$ cat src/rtl/perip_lsu.sv
// Load/store unit that bridges single CPU requests onto a simple peripheral bus.
// It handles one request at a time, checks alignment, and sign/zero-extends load data.
module perip_lsu #(
  parameter int READ_LATENCY = 1  // 1..3
) (
  input  logic        clk,
  input  logic        rst,
  input  logic        req_valid,
  output logic        req_ready,
  input  logic        req_we,
  input  logic [1:0]  req_size,
  input  logic        req_unsigned,
  input  logic [31:0] req_addr,
  input  logic [31:0] req_wdata,
  output logic        resp_valid,
  output logic [31:0] resp_rdata,
  output logic        resp_err,
  output logic [31:0] perip_addr,
  output logic [31:0] perip_wdata,
  output logic        perip_wen,
  output logic [1:0]  perip_mask,
  input  logic [31:0] perip_rdata
);

  typedef enum logic [1:0] {
    IDLE      = 2'd0,
    WRITE     = 2'd1,
    READ_WAIT = 2'd2,
    RESP      = 2'd3
  } state_e;

  localparam logic [1:0] LAT_INIT = 2'(READ_LATENCY - 1);

  state_e      state_q, state_d;
  logic [1:0]  cnt_q, cnt_d;
  logic [31:0] addr_q, addr_d;
  logic [31:0] wdata_q, wdata_d;
  logic [1:0]  mask_q, mask_d;
  logic        uns_q, uns_d;
  logic        wen_q, wen_d;
  logic        resp_valid_q, resp_valid_d;
  logic [31:0] resp_rdata_q, resp_rdata_d;
  logic        resp_err_q, resp_err_d;

  logic        accept;
  logic        misaligned;
  logic [7:0]  byte_lane [4];
  logic [15:0] half_lane [2];
  logic [7:0]  byte_sel;
  logic [15:0] half_sel;
  logic [31:0] load_ext;

  // Split the returned word into lanes so extraction is a plain index by address.
  generate
    for (genvar gi = 0; gi < 4; gi++) begin : g_byte_lane
      assign byte_lane[gi] = perip_rdata[gi*8 +: 8];
    end
    for (genvar gi = 0; gi < 2; gi++) begin : g_half_lane
      assign half_lane[gi] = perip_rdata[gi*16 +: 16];
    end
  endgenerate

  assign byte_sel = byte_lane[addr_q[1:0]];
  assign half_sel = half_lane[addr_q[1]];

  always_comb begin
    load_ext = perip_rdata;
    case (mask_q)
      2'b00:   load_ext = {{24{~uns_q & byte_sel[7]}}, byte_sel};
      2'b01:   load_ext = {{16{~uns_q & half_sel[15]}}, half_sel};
      default: load_ext = perip_rdata;
    endcase
  end

  assign accept     = req_valid && (state_q == IDLE);
  assign misaligned = (req_size == 2'b11) ||
                      ((req_size == 2'b01) && req_addr[0]) ||
                      ((req_size == 2'b10) && (req_addr[1:0] != 2'b00));

  always_comb begin
    state_d      = state_q;
    cnt_d        = cnt_q;
    addr_d       = addr_q;
    wdata_d      = wdata_q;
    mask_d       = mask_q;
    uns_d        = uns_q;
    wen_d        = 1'b0;
    resp_valid_d = 1'b0;
    resp_rdata_d = 32'd0;
    resp_err_d   = 1'b0;
    case (state_q)
      IDLE: begin
        if (accept) begin
          if (misaligned) begin
            // Rejected without touching the bus; bus outputs keep their last values.
            state_d      = RESP;
            resp_valid_d = 1'b1;
            resp_err_d   = 1'b1;
          end else begin
            addr_d = req_addr;
            mask_d = req_size;
            uns_d  = req_unsigned;
            if (req_we) begin
              wdata_d = req_wdata;
              wen_d   = 1'b1;
              state_d = WRITE;
            end else begin
              cnt_d   = LAT_INIT;
              state_d = READ_WAIT;
            end
          end
        end
      end
      WRITE: begin
        state_d      = RESP;
        resp_valid_d = 1'b1;
      end
      READ_WAIT: begin
        if (cnt_q == 2'd0) begin
          state_d      = RESP;
          resp_valid_d = 1'b1;
          resp_rdata_d = load_ext;
        end else begin
          cnt_d = cnt_q - 2'd1;
        end
      end
      RESP: begin
        state_d = IDLE;
      end
      default: begin
        state_d = IDLE;
      end
    endcase
  end

  always_ff @(posedge clk) begin
    if (rst) begin
      state_q      <= IDLE;
      cnt_q        <= 2'd0;
      addr_q       <= 32'd0;
      wdata_q      <= 32'd0;
      mask_q       <= 2'd0;
      uns_q        <= 1'b0;
      wen_q        <= 1'b0;
      resp_valid_q <= 1'b0;
      resp_rdata_q <= 32'd0;
      resp_err_q   <= 1'b0;
    end else begin
      state_q      <= state_d;
      cnt_q        <= cnt_d;
      addr_q       <= addr_d;
      wdata_q      <= wdata_d;
      mask_q       <= mask_d;
      uns_q        <= uns_d;
      wen_q        <= wen_d;
      resp_valid_q <= resp_valid_d;
      resp_rdata_q <= resp_rdata_d;
      resp_err_q   <= resp_err_d;
    end
  end

  assign req_ready   = (state_q == IDLE);
  assign resp_valid  = resp_valid_q;
  assign resp_rdata  = resp_rdata_q;
  assign resp_err    = resp_err_q;
  assign perip_addr  = addr_q;
  assign perip_wdata = wdata_q;
  assign perip_wen   = wen_q;
  assign perip_mask  = mask_q;

endmodule

$ cat config.mk
export PLATFORM = sky130hd
export DESIGN_NAME = perip_lsu
export DESIGN_NICKNAME = d
export VERILOG_FILES = /design/src/rtl/perip_lsu.sv
export SDC_FILE = /design/constraint.sdc
export NUM_CORES = 1
export LEC_CHECK = 0
export BUFFER_PORTS_ARGS = -buffer_cell sky130_fd_sc_hd__clkbuf_2
export CORE_MARGIN = 1.5
export CORE_UTILIZATION = 40
export CTS_BUF_LIST = sky130_fd_sc_hd__clkbuf_16
export CTS_CLUSTER_SIZE = 12
export DETAILED_ROUTE_END_ITERATION = 6
export MAX_ROUTING_LAYER = met4
export PLACE_DENSITY = 0.74
export RECOVER_POWER = 25
export SYNTH_ARGS = -nofsm -noshare
export SYNTH_HDL_FRONTEND = slang
export SYNTH_SLANG_ARGS = --single-unit
$ cat constraint.sdc
create_clock -name clk -period 1.8 [get_ports clk]
set_clock_uncertainty 0.1 [all_clocks]
set_input_delay 0.36 -clock clk [delete_from_list [all_inputs] [get_ports clk]]
set_output_delay 0.36 -clock clk [all_outputs]
set_load 0.1 [all_outputs]
==> results by stage <==
CTS:
- After clock tree synthesis, the flow added hold-fix buffers numbering 0.
- The deepest level of the CTS H-tree is 3.
- Buffers inserted during clock tree synthesis total 9.
- The clock sink count is 106.
- The maximum clock insertion buffer count is 2.
- TritonCTS built the clock tree.
- The clock transition time at the flip-flop clock pins of the worst setup and hold paths is 0.07 ns.
- Buffers added to address setup during post-CTS repair amount to 0.
- The clock root buffer master is sky130_fd_sc_hd__clkbuf_16.
- The insertion delay to the later sink of the worst-skew pair is 0.34 ns.

Synth:
- In this run the cell area of the synthesized design comes to just over 0.004 mm².
- The share of flip-flops with an asynchronous set or reset is 0%.
- The flip-flop and latch count after synthesis is between 100 and 150.
- The cell count after synthesis came out at ~490.
- Counting distinct cell types in the post-synthesis netlist gives 38.
- sky130_fd_sc_hd__nand2_1 is the most common cell in the netlist.
- By count the netlist is led by sky130_fd_sc_hd__nand2_1 (165), sky130_fd_sc_hd__dfxtp_1 (106), sky130_fd_sc_hd__a21oi_1 (88).
- Among all flip-flop cells after synthesis, the most frequent one is sky130_fd_sc_hd__dfxtp_1.
- The count of flip-flops with a built-in enable after synthesis is 0.
- The largest total area in the synthesized netlist belongs to sky130_fd_sc_hd__dfxtp_1.
- Ranked by total cell area, the synthesized netlist is headed by sky130_fd_sc_hd__dfxtp_1 (52%), sky130_fd_sc_hd__nand2_1 (15%), sky130_fd_sc_hd__a21oi_1 (11%).
- Counting every net in the synthesized netlist gives 602.
- The area share of the leading cell type in the synthesized netlist is approximately 52%.
- The Yosys step of the flow raised 0 warnings.
- The post-synthesis area per instance is 8.19 µm².
- The portion of the post-synthesis area used by sequential elements is between 50% and 60%.

Cells and area:
- The fraction of layout instances using a drive strength above 1 is around 38%.
- The layout has 860 filler cells.
- At the end of the flow the core is filled with cells to 58.9%.
- The area added between synthesis and finish is 42.3%.
- At the end of the flow, the number of nets in the layout was 808.
- 0 antenna diodes ended up in the layout.

Worst setup path:
- The worst setup path is captured at a flip-flop.
- In this run the register-to-register setup slack is 0.06 ns.
- For this run, the slowest stage of the critical path takes approximately 0.55 ns.
- The master of the slowest instance on the critical path is sky130_fd_sc_hd__nor3b_2.
- The required time at the worst-slack endpoint is 1.95 ns.
- Measured in cells, the most critical reg-to-reg path has a length of 4.
- The family with the most delay on the worst path is compound AO/OA/AOI/OAI gates.
- The number of buffers and inverters on the critical path is 0.
- The endpoint identified for the worst register-to-register timing path is resp_rdata[10].
- The worst register-to-register path begins at perip_mask[1].
- The critical path launch point type is a flip-flop.
- The largest driver fanout on the critical path is 8.
- The worst setup path category is flip-flop to flip-flop.
- The critical path data arrival time is 1.89 ns.
- The critical path goes through nor3b_2 -> o2bb2ai_2 -> a21oi_4 -> a221oi_2.

Power:
- The worst-case IR drop observed on VDD is 0.000590 V.
- The total power divided by cell area is roughly 1400 mW/mm².
- The reported leakage power is 0.00256 µW.
- The overall power consumption is 8180 µW.

Drt:
- The mean number of vias per cell is 4.99.
- The first detailed-routing pass ran for 7 iterations.
- After detailed routing, the total wire length is 11200 µm.
- The detailed router finished its first iteration with approximately 220 violations.
- The detail route stage leaves a number of antenna-violating nets equal to 0.
- The number of remaining DRC errors is 0.
- Dividing the detail-routed wire length by the instance count gives 13.4 µm.
- The final route contains 4173 vias.

Timing:
- In this run the tightest slew margin relative to its limit is 58.1%.
- The final number of setup-violating endpoints is 0.
- The max-slew violation count is 0.
- The final number of hold-violating endpoints was 0.
- The worst path meets setup with 0.0566 ns of slack.
- The post-route minimum period is 1.74 ns.
- Of the available clock period, the critical path in the final layout requires 96.9%.
- The upper clock frequency limit is 0.574 GHz.
- Setup repair after global routing left no endpoint under its margin.
- At the pin with the least slew margin, the transition time is 0.625 ns.

Hold path:
- The startpoint identified for the worst hold timing path is req_wdata[14].
- Along the worst hold path, the cell count comes to 3.
- The class of the tightest hold or removal check is input port to flip-flop.
- The end point of the most critical hold path is perip_wdata[14].

Floorplan:
- The total area inside the core boundary comes to 0.00977 mm².
- From bottom edge to top edge, the die measures 104 µm.
- The number of cell rows is 36.
- The starting utilization of the core area is 41.4%.
- The number of placed I/O pins is 205.
- The floorplan step set the die width to 104 µm.
- The die covers between 0.01 and 0.015 mm².

Global route:
- The first global-routing pass estimated 18200 µm of wire.
- Global routing finished with a remaining overflow of 0.
- Entering global routing, the biggest net connects 34 pins.
- Global routing used 21.5% of the available tracks.
- The number of global-route vias before repair came to 3903.
- The initial antenna violation count is 0.

Placed design:
- The final estimated routing congestion in global placement is 0.874.
- The total of buffers placed on input and output ports is 204.
- After legalization and detailed placement, the total HPWL measured 8460 µm.
- Before CTS, the worst setup slack after placement is -0.0103 ns.

Status:
- The flow ran to the end, and the final reports show no timing, DRC or antenna violations.

Job:
- Across the run, the number of max-cap violations was 0.
## cells in the final DEF (no fill, tap or decap), types with 8 or more instances in the layout
cell type / synthesis / routed
sky130_fd_sc_hd__buf_12: 0 / 8
sky130_fd_sc_hd__a21oi_1: 88 / 87
sky130_fd_sc_hd__dfxtp_1: 106 / 102
sky130_fd_sc_hd__nand2_1: 165 / 165
sky130_fd_sc_hd__inv_1: 16 / 16
sky130_fd_sc_hd__clkbuf_2: 0 / 201
sky130_fd_sc_hd__buf_4: 1 / 16
sky130_fd_sc_hd__nor2_1: 15 / 15
sky130_fd_sc_hd__clkbuf_16: 0 / 10
sky130_fd_sc_hd__o21ai_0: 14 / 14
## cell families (layout without fill, tap and decap cells)
| logic type | Yosys count | after routing | share of synthesized area [%] |
|---|---|---|---|
| simple gates | 200 | 200 | 20.2 |
| fa+ha+maj | 5 | 5 | 1.55 |
| mux | 2 | 2 | 0.526 |
| compound gates | 133 | 133 | 20.2 |
| buf+inv | 48 | 258 | 5.04 |
| flops | 106 | 106 | 52.4 |
## worst max-delay path by stage
stage                  startpoint             end  slack [ns]  cells past startpoint
floorplan              state_q[1]  perip_wdata[0]       -0.01                      8
global placement      req_size[0]        cnt_q[0]        0.04                      5
detailed placement      req_valid  perip_addr[14]       -0.01                      6
CTS                 perip_mask[1]   perip_mask[1]       0.001                      3
global route        perip_mask[1]  resp_rdata[12]        0.01                      4
finish              perip_mask[1]  resp_rdata[10]        0.06                      4
## sequential cells by signal (all words and copies together) (netlist names)
| name | flops |
|---|---|
| resp_valid | 1 |
| state_q | 2 |
| resp_rdata | 32 |
| uns_q | 1 |
| perip_addr | 32 |
| perip_mask | 2 |
| perip_wdata | 32 |
| cnt_q | 2 |
| perip_wen | 1 |
| resp_err | 1 |
## tightest hold or removal path: cells and delay by family
family / cells / cell delay, ns
and+or+nand+nor: 1 / 0.04
buffers and inverters: 1 / 0.08
AOI/OAI and AO/OA: 1 / 0.05
## area by class of cell
cell class | count | area, µm² | share of cell area [%]
flip-flops and latches | 106 | 2130 | 37.1
multi-input cells | 340 | 1760 | 30.5
repair buffers | 227 | 1310 | 22.8
clock buffers | 10 | 250 | 4.34
well taps | 133 | 166 | 2.89
clock inverters | 5 | 76.3 | 1.33
inverters | 16 | 60.1 | 1.04
## metrics by stage
stage                     hold WS [ns]  std cells  TNS [ns]  cell area, µm²
final                            0.128        837         0            5760
after global routing             0.130        837         0            5760
after CTS                        0.115        837         0            5740
after detailed placement         0.346        822   -0.0103            5410
after global placement           0.341        822         0            5410
after floorplan                  0.336        494    -0.379            4110
## metal layers
layer / vias to the layer above / wire, µm / track usage (%)
li1: 2068 / - / -
met1: 1879 / 4660 / 25.3
met2: 208 / 5500 / 35.0
met3: 18 / 831 / 4.78
met4: 0 / 218 / 10.1
met5: - / 0 / -
## power by group
group | switching, µW | internal, µW
sequential | 109 | 2590
combinational | 2570 | 778
clock | 837 | 1290
## repair_timing
action / in CTS / in global routing
endpoints found under the setup margin: 4 / 30
endpoints found under the hold margin: 0 / 0
gates resized for setup: 2 / 6
Power figures use the tool's default switching activity.
